===== src/rtl/mux_share_arbiter.sv =====
// mux_share_arbiter: two valid/ready requesters (A, B) time-share one
// scale_mux datapath. A burst-locked arbiter drives the registered mux select,
// and the chosen beat lands in a registered output stage with its own
// valid/ready. Grants end on a beat flagged last or after BURST_MAX beats, and
// hand straight over to a waiting requester without an idle cycle.

// scale_mux: the shared combinational datapath (0 selects a, 1 selects b).
module scale_mux #(
  parameter int WIDTH = 8
) (
  input  logic             sel,
  input  logic [WIDTH-1:0] a,
  input  logic [WIDTH-1:0] b,
  output logic [WIDTH-1:0] y
);

  assign y = sel ? b : a;

endmodule

module mux_share_arbiter #(
  parameter int WIDTH     = 8,
  parameter int BURST_MAX = 4
) (
  input  logic             clk,
  input  logic             rst,
  input  logic             a_valid,
  input  logic             a_last,
  input  logic [WIDTH-1:0] a_data,
  output logic             a_ready,
  input  logic             b_valid,
  input  logic             b_last,
  input  logic [WIDTH-1:0] b_data,
  output logic             b_ready,
  output logic             sel,
  output logic             out_valid,
  input  logic             out_ready,
  output logic [WIDTH-1:0] out_data
);

  // Beat counter wide enough for 0..BURST_MAX-1; BURST_MAX=1 still needs a bit.
  localparam int              CNT_W    = (BURST_MAX > 1) ? $clog2(BURST_MAX) : 1;
  localparam logic [CNT_W-1:0] CNT_LAST = CNT_W'(BURST_MAX - 1);
  localparam logic [CNT_W-1:0] CNT_ONE  = CNT_W'(1);

  typedef enum logic [1:0] {
    IDLE  = 2'd0,
    GNT_A = 2'd1,
    GNT_B = 2'd2
  } state_t;

  typedef enum logic {
    SRC_A = 1'b0,
    SRC_B = 1'b1
  } src_t;

  state_t           state;
  state_t           state_nxt;
  logic             sel_nxt;
  src_t             last_served;
  src_t             last_served_nxt;
  logic [CNT_W-1:0] beat_cnt;
  logic [CNT_W-1:0] beat_cnt_nxt;

  logic [WIDTH-1:0] mux_out;
  logic             out_free;
  logic             grant_ready;
  logic             cur_valid;
  logic             cur_last;
  logic             other_valid;
  logic             xfer;
  logic             grant_end;

  // Shared datapath, steered by the registered select.
  scale_mux #(
    .WIDTH (WIDTH)
  ) u_scale_mux (
    .sel (sel),
    .a   (a_data),
    .b   (b_data),
    .y   (mux_out)
  );

  // Handshake decode: only the granted requester sees ready, and only when
  // the output register is empty or is being drained this same cycle.
  always_comb begin
    // NOTE: every signal written here gets a default first, so no path can
    // leave one unassigned and infer a latch.
    cur_valid   = 1'b0;
    cur_last    = 1'b0;
    other_valid = 1'b0;
    a_ready     = 1'b0;
    b_ready     = 1'b0;

    out_free    = ~out_valid | out_ready;
    grant_ready = out_free & ~rst;

    unique case (state)
      GNT_A: begin
        cur_valid   = a_valid;
        cur_last    = a_last;
        other_valid = b_valid;
        a_ready     = grant_ready;
      end
      GNT_B: begin
        cur_valid   = b_valid;
        cur_last    = b_last;
        other_valid = a_valid;
        b_ready     = grant_ready;
      end
      default: ;
    endcase

    xfer      = cur_valid & grant_ready;
    // last is only meaningful on a beat that actually transfers.
    grant_end = xfer & (cur_last | (beat_cnt == CNT_LAST));
  end

  // Arbitration: pick a grant from IDLE, count beats, and end or hand over
  // the grant on last / burst limit.
  always_comb begin
    state_nxt       = state;
    last_served_nxt = last_served;
    beat_cnt_nxt    = beat_cnt;

    unique case (state)
      IDLE: begin
        if (a_valid && b_valid) begin
          // Tie: the requester served less recently wins.
          state_nxt = (last_served == SRC_B) ? GNT_A : GNT_B;
        end else if (a_valid) begin
          state_nxt = GNT_A;
        end else if (b_valid) begin
          state_nxt = GNT_B;
        end
      end
      GNT_A, GNT_B: begin
        if (xfer) begin
          beat_cnt_nxt = beat_cnt + CNT_ONE;
        end
        if (grant_end) begin
          beat_cnt_nxt    = '0;
          last_served_nxt = (state == GNT_A) ? SRC_A : SRC_B;
          if (other_valid) begin
            state_nxt = (state == GNT_A) ? GNT_B : GNT_A;
          end else begin
            state_nxt = IDLE;
          end
        end
        // A granted requester that drops valid keeps the grant: the burst
        // stays locked until last or the beat limit.
      end
      default: state_nxt = IDLE;
    endcase

    // sel follows the grant on entry and keeps its last value through IDLE.
    sel_nxt = sel;
    if (state_nxt == GNT_A) begin
      sel_nxt = 1'b0;
    end else if (state_nxt == GNT_B) begin
      sel_nxt = 1'b1;
    end
  end

  // Arbiter state register with synchronous reset.
  always_ff @(posedge clk) begin
    // NOTE: sequential state uses non-blocking assignments so every register
    // samples the pre-edge values, independent of statement order.
    if (rst) begin
      state       <= IDLE;
      sel         <= 1'b0;
      last_served <= SRC_B;
      beat_cnt    <= '0;
    end else begin
      state       <= state_nxt;
      sel         <= sel_nxt;
      last_served <= last_served_nxt;
      beat_cnt    <= beat_cnt_nxt;
    end
  end

  // Output register: load on transfer, clear valid on a pure drain, hold
  // steady while stalled.
  always_ff @(posedge clk) begin
    if (rst) begin
      out_valid <= 1'b0;
      // NOTE: the data register is reset as well so the shared bus shows a
      // known value after reset; a beat held here at reset is discarded.
      out_data  <= '0;
    end else if (xfer) begin
      out_valid <= 1'b1;
      out_data  <= mux_out;
    end else if (out_ready) begin
      out_valid <= 1'b0;
    end
  end

endmodule


===== config.mk =====
export PLATFORM = sky130hd
export DESIGN_NAME = mux_share_arbiter
export DESIGN_NICKNAME = d
export VERILOG_FILES = /design/src/rtl/mux_share_arbiter.sv
export SDC_FILE = /design/constraint.sdc
export NUM_CORES = 1
export LEC_CHECK = 0
export CORE_MARGIN = 2
export CORE_UTILIZATION = 42
export DETAILED_ROUTE_END_ITERATION = 10
export PLACE_DENSITY = 0.73
export SETUP_SLACK_MARGIN = 0.4
export SYNTH_ARGS = -nofsm -noshare
export SYNTH_HDL_FRONTEND = slang
export SYNTH_SLANG_ARGS = --single-unit

===== constraint.sdc =====
create_clock -name clk -period 2.1 [get_ports clk]
set_input_delay 0.42 -clock clk [delete_from_list [all_inputs] [get_ports clk]]
set_output_delay 0.42 -clock clk [all_outputs]
set_load 0.02 [all_outputs]

* After elaboration in Yosys (flattened, before gate mapping)
Cells that the tools add are included.
** Cells by class
- Add/subtract/negate cells :: 1
- Equality and inequality tests :: 5
- Mux-type cells :: 19
- Bitwise gates (word level) :: 7
- Reductions and logical operators :: 8
** Operators with widths (count)
- $mux 2 :: 9
- $mux 8 :: 1
- $eq 2x2->1 const B :: 3
- $pmux 1 s2 :: 3
- $mux 1 :: 5
- $eq 2x1->1 const B :: 2
- $pmux 2 s2 :: 1
- $reduce_and 2->1 :: 2
- $reduce_bool 2->1 :: 2
- $reduce_or 2->1 :: 2
- $and 1x1->1 :: 3
- $add 2x1->2 const B :: 1
- $logic_not 2->1 :: 1
- $not 1->1 :: 2
- $or 1x1->1 :: 2
- $logic_and 1x1->1 :: 1
** Word-level totals
- Register bits after elaboration :: 15
- Input bits :: 23
- Output and inout bits :: 12
- Logic and storage cells :: 46

* Longest topological paths before layout
- Depth after elaboration :: 9
- Mapped depth :: 7
- Mapped depth without buffers :: 7

* Modules after synthesis
Synthesis repeated with hierarchy kept, for this count alone.
** Unflattened totals
- Cell total of the unflattened synthesis :: 106
- Area, all modules :: 970.9 µm²
** By module, submodules not included
- mux_share_arbiter :: times used 1, cells an instance 97, area each 839.6 µm², seq. area each 300.3 µm²
- scale_mux :: times used 1, cells an instance 9, area each 131.4 µm², seq. area each 0.0 µm²

* Least setup slack after synthesis
OpenSTA, ideal clock, no wires.
- Path type :: register to register
- From :: reg state[0]
- To :: reg sel
- Library setup time :: 0.128 ns
- Arrival time :: 1.707 ns
- Data required time :: 1.972 ns
- Path slack :: 0.265 ns
- Stages on the path, launching flop included :: 8
- Path buffers :: 0
- Period minus slack after synthesis :: 1.835 ns
- Cells stage by stage :: dfxtp_1 -> inv_1 -> ha_1 -> nand2b_4 -> nor4b_4 -> o211ai_1 -> o221ai_1 -> o32ai_1
** On the way
- Word-level cells in the longest chain between the ends :: 8
- Elaborated cells between the ends (all ways) :: 20
- Classes of those cells :: eq/ne (4); mux (10); bitwise (3); reduce/logical (3)
** Ends and longest elaborated chain
- start: declaration :: RTL line 57 : state_t state;
- start signal: assignment :: RTL line 175 : state <= state_nxt;
- $eq 2x2->1 or $eq 2x1->1 (tied branches) :: RTL line 98, 126, 145
- $pmux 1 s2 :: RTL line 98 : unique case (state)
- $and 1x1->1 or $or 1x1->1 (tied branches) :: RTL line 114, 116
- $and 1x1->1 :: RTL line 116 : grant_end = xfer & (cur_last | (beat_cnt == CNT_LAST));
- $mux 2 :: RTL line 141 : if (grant_end) begin
- $pmux 2 s2 (*) :: RTL line 126 : unique case (state)
- $eq 2x1->1 :: RTL line 158 : if (state_nxt == GNT_A) begin
- $reduce_or 2->1 (no line)
- end signal: assignment :: RTL line 176 : sel <= sel_nxt;
- end: declaration :: RTL line 35 : output logic sel,
Every way passes the cells marked *; elsewhere a longest branch is shown, timed or not.
A chain may end at the register's enable or synchronous reset.

* Worst setup path after layout
- From :: reg state[1]
- To :: reg sel
Same word-level chain as after synthesis.

==> summary.md <==
- status: complete, no violations
- Post-synth ARST share: 0%
- Post-Synthesis Net Count: 128
- final weighted congestion in routability-driven placement: 0.708
- maximum resistive drop on vdd: 363 uV
- crit path launch type: register
- fillers: 158
- Yosys Warn Count: 0
- average size of a mapped cell: 9.01 um2
- most common library cells after synthesis: sky130_fd_sc_hd__dfxtp_1, sky130_fd_sc_hd__nor2_1, sky130_fd_sc_hd__mux2i_1
- count of endpoints failing setup in the final report: 0
- most numerous cell in the Yosys netlist: sky130_fd_sc_hd__dfxtp_1
- clock tree root driver cell: sky130_fd_sc_hd__clkbuf_4
- worst path arrival time: 2.04 ns
- Clock transition at path regs: 0.09 ns
- clock network fraction of design power: 19.9%
- via count of the first global-routing pass: 907
- most used flip-flop cell after synthesis: sky130_fd_sc_hd__dfxtp_1
- Detailed Route WL: 2.62 mm
- reported leakage power: 0.000644 uW
- global-route met2 utilization: 39.0%
- type of the worst setup path: register to register
- RSZ-0062 raised after global routing: true
- smallest hold slack: 0.487 ns
- critical path endpoint category: register
- worst max-slew margin expressed relative to the limit: 75.7%
- floorplan die width: 50.3 um
- clk_skew: 0.00674 ns
- largest family of logic cells by synthesized area: simple AND/OR/NAND/NOR gates
- met1 Resource Use GR: 24.0%
- final antenna diode count: 0
- Netlist Area Pre-Place: 901 um2
- post-route standard cell area excluding fillers: 1500 um2
- flip-flop and latch count after synthesis: 15
- power density over the cells: 549 nW/um2
- Max Freq: 532 MHz
- placeable core region: 2000 um2
- count of input and output buffers: 34
- antenna viol nets, final: 0
- TritonCTS clock tree: yes
- fraction of the mapped netlist area in adder cells: 6.94%
- detailed placement HPWL: 1.77 mm
- met3 capacity usage during global routing: 6.85%
- number of buffers created by CTS: 3
- final period utilization: 89.5%
- cell count after synthesis: 100
- layout cell share with drive strength beyond 1: 26.2%
- First-pass DRT Iterations: 4
- starting density of the core: 45.0%
- final-report hold violation count: 0
- floorplan row count: 16
- overall die height: 50.3 um
- Final Max Slew Viols: 0
- placed standard-cell area: 1320 um2
- power dissipated by switching net loads: 262 uW
- net count of the finished layout: 178
- antenna violations before repair: 0
- Layout area overhead: 66.9%
- routed vias: 936
- number of clock sinks seen by CTS: 15
- share of the core filled with cells in the final layout: 75.1%
- multiplexer area fraction after synthesis: 10.0%
- Post-synth EDFFs: 0
- maximum count of clock buffers along a single path: 2
- vias per std cell: 5.32
- area share of the leading cell type in the synthesized netlist: 33.3%
- overflow left after global routing: 0
- number of buffers inserted for hold repair after clock tree synthesis: 0
- top-level port count: 35
- first-pass GRT wire length: 4.11 mm
- number of library cell types mapped by synthesis: 33
- Max Fanout on Critical Path: 5
- Synth Area in Simple Gates: 24.9%
- clock period minus final worst setup slack: 1.88 ns
- switch share: 31.7%
- complex-gate fraction of the synthesized area: 20.4%
- number of remaining DRC errors: 0
- transition time at the pin with the least slew margin: 0.363 ns
- detail-routed net length per standard cell: 14.9 um
- Reg power frac: 38.1%
- Total Die Area: 2530 um2
- ranking of synthesized cells by area: sky130_fd_sc_hd__dfxtp_1, sky130_fd_sc_hd__mux2i_1, sky130_fd_sc_hd__ha_1
- maximum number of pins on one net before global-route repair: 22
- post-synth top area cell: sky130_fd_sc_hd__dfxtp_1
- sequential cell area fraction in the yosys report: 33.3%
- internal power contribution: 564 uW
- part of the total power dissipated in combinational logic: 42.0%
- clock network latency to the later pin of the worst-skew pair: 0.28 ns
- Required @ worst endpoint: 2.27 ns
- DRC violation total after the first TritonRoute iteration: 30
- max_cap viols: 0
- H-Tree Depth: 1
- Most Crowded Layer GR: met2
- share of the synthesized netlist area taken by xor and xnor gates: 0%
- path type of the worst min-delay path: register to register
- global-route usage over all layers: 21.1%
==> state kept, by name (all words and copies together) (netlist names) <==
name         cells
out_data         8
beat_cnt         2
state            2
last_served      1
out_valid        1
sel              1
==> layer usage <==
metal  part of all wire [%]  wire, um
met1                     39      1030
met2                     53      1390
met3                    6.6       173
met4                    1.2        31
met5                      0         0
==> final timing paths <==
path          startpoint     endpoint  slack, ns  depth (start not counted)
max reg2reg     state[1]          sel       0.22                          7
min          beat_cnt[0]  beat_cnt[0]       0.49                          2
max             state[1]          sel       0.22                          7
min reg2reg  beat_cnt[0]  beat_cnt[0]       0.49                          2
==> power groups by stage <==
stage	Combinational (uW)	Sequential [uW]	Clock [uW]
floorplan	160	333	0
global placement	273	322	0
detailed placement	280	323	0
CTS	322	314	170
global route	371	317	184
finish	347	315	164
==> logic make-up (layout without fill, tap and decap cells) <==
kind of cell | Yosys count | in the layout
buffers and inverters | 8 | 56
muxes | 9 | 9
DFF | 15 | 15
adders and majority gates | 5 | 5
AOI/OAI and AO/OA | 25 | 25
and+or+nand+nor | 38 | 39
==> metrics by stage <==
step | instances | power (uW) | setup slack (ns) | TNS, ns
after CTS | 172 | 806 | 0.296 | 0
after global placement | 162 | 594 | -0.113 | -0.232
final | 176 | 826 | 0.221 | 0
after floorplan | 100 | 493 | 0.396 | 0
after global routing | 176 | 871 | 0.148 | 0
after detailed placement | 162 | 603 | -0.150 | -0.326
==> critical path, stage by stage (launching register included) <==
cell                      delay, ns
sky130_fd_sc_hd__dfxtp_4       0.37
sky130_fd_sc_hd__buf_12        0.13
sky130_fd_sc_hd__ha_4          0.18
sky130_fd_sc_hd__a22o_4        0.25
sky130_fd_sc_hd__nor4b_4       0.15
sky130_fd_sc_hd__or3b_4        0.41
sky130_fd_sc_hd__a21oi_2       0.17
sky130_fd_sc_hd__o32ai_1       0.10
==> cell type report <==
cell class	count	area, um2	share of cell area [%]
clock buffer	4	26.3	1.75
multi-input combinational	78	642	42.7
sequential	15	308	20.5
inverter	3	11.3	0.749
tap	27	33.8	2.25
timing repair buffer	49	483	32.1
==> cells in the final DEF (no fill, tap or decap), types with 2 or more instances in the layout <==
cell type | Yosys | final
sky130_fd_sc_hd__a211oi_1 | 8 | 8
sky130_fd_sc_hd__a21oi_1 | 6 | 5
sky130_fd_sc_hd__and2_4 | 0 | 2
sky130_fd_sc_hd__buf_4 | 0 | 14
sky130_fd_sc_hd__buf_6 | 1 | 2
sky130_fd_sc_hd__clkbuf_4 | 0 | 3
sky130_fd_sc_hd__clkdlybuf4s50_1 | 0 | 23
sky130_fd_sc_hd__dfxtp_1 | 15 | 13
sky130_fd_sc_hd__dfxtp_4 | 0 | 2
sky130_fd_sc_hd__dlygate4sd2_1 | 0 | 2
sky130_fd_sc_hd__dlymetal6s2s_1 | 0 | 7
sky130_fd_sc_hd__ha_1 | 5 | 2
sky130_fd_sc_hd__ha_4 | 0 | 3
sky130_fd_sc_hd__inv_2 | 0 | 2
sky130_fd_sc_hd__mux2i_1 | 9 | 9
sky130_fd_sc_hd__nand2_1 | 5 | 4
sky130_fd_sc_hd__nand2b_1 | 4 | 4
sky130_fd_sc_hd__nand3_1 | 2 | 2
sky130_fd_sc_hd__nor2_1 | 13 | 13
sky130_fd_sc_hd__nor2b_1 | 2 | 2
sky130_fd_sc_hd__nor3_1 | 2 | 2
sky130_fd_sc_hd__o211ai_1 | 3 | 3
==> repair_timing <==
action	4_1_cts	5_1_grt
endpoints found under the setup margin	16	13
setup buffers	6	3
hold endpoints to repair	0	0
gates cloned	0	1
gates resized for setup	18	13
pin swaps	10	4
No activity file was read; power rests on OpenSTA's default activity.
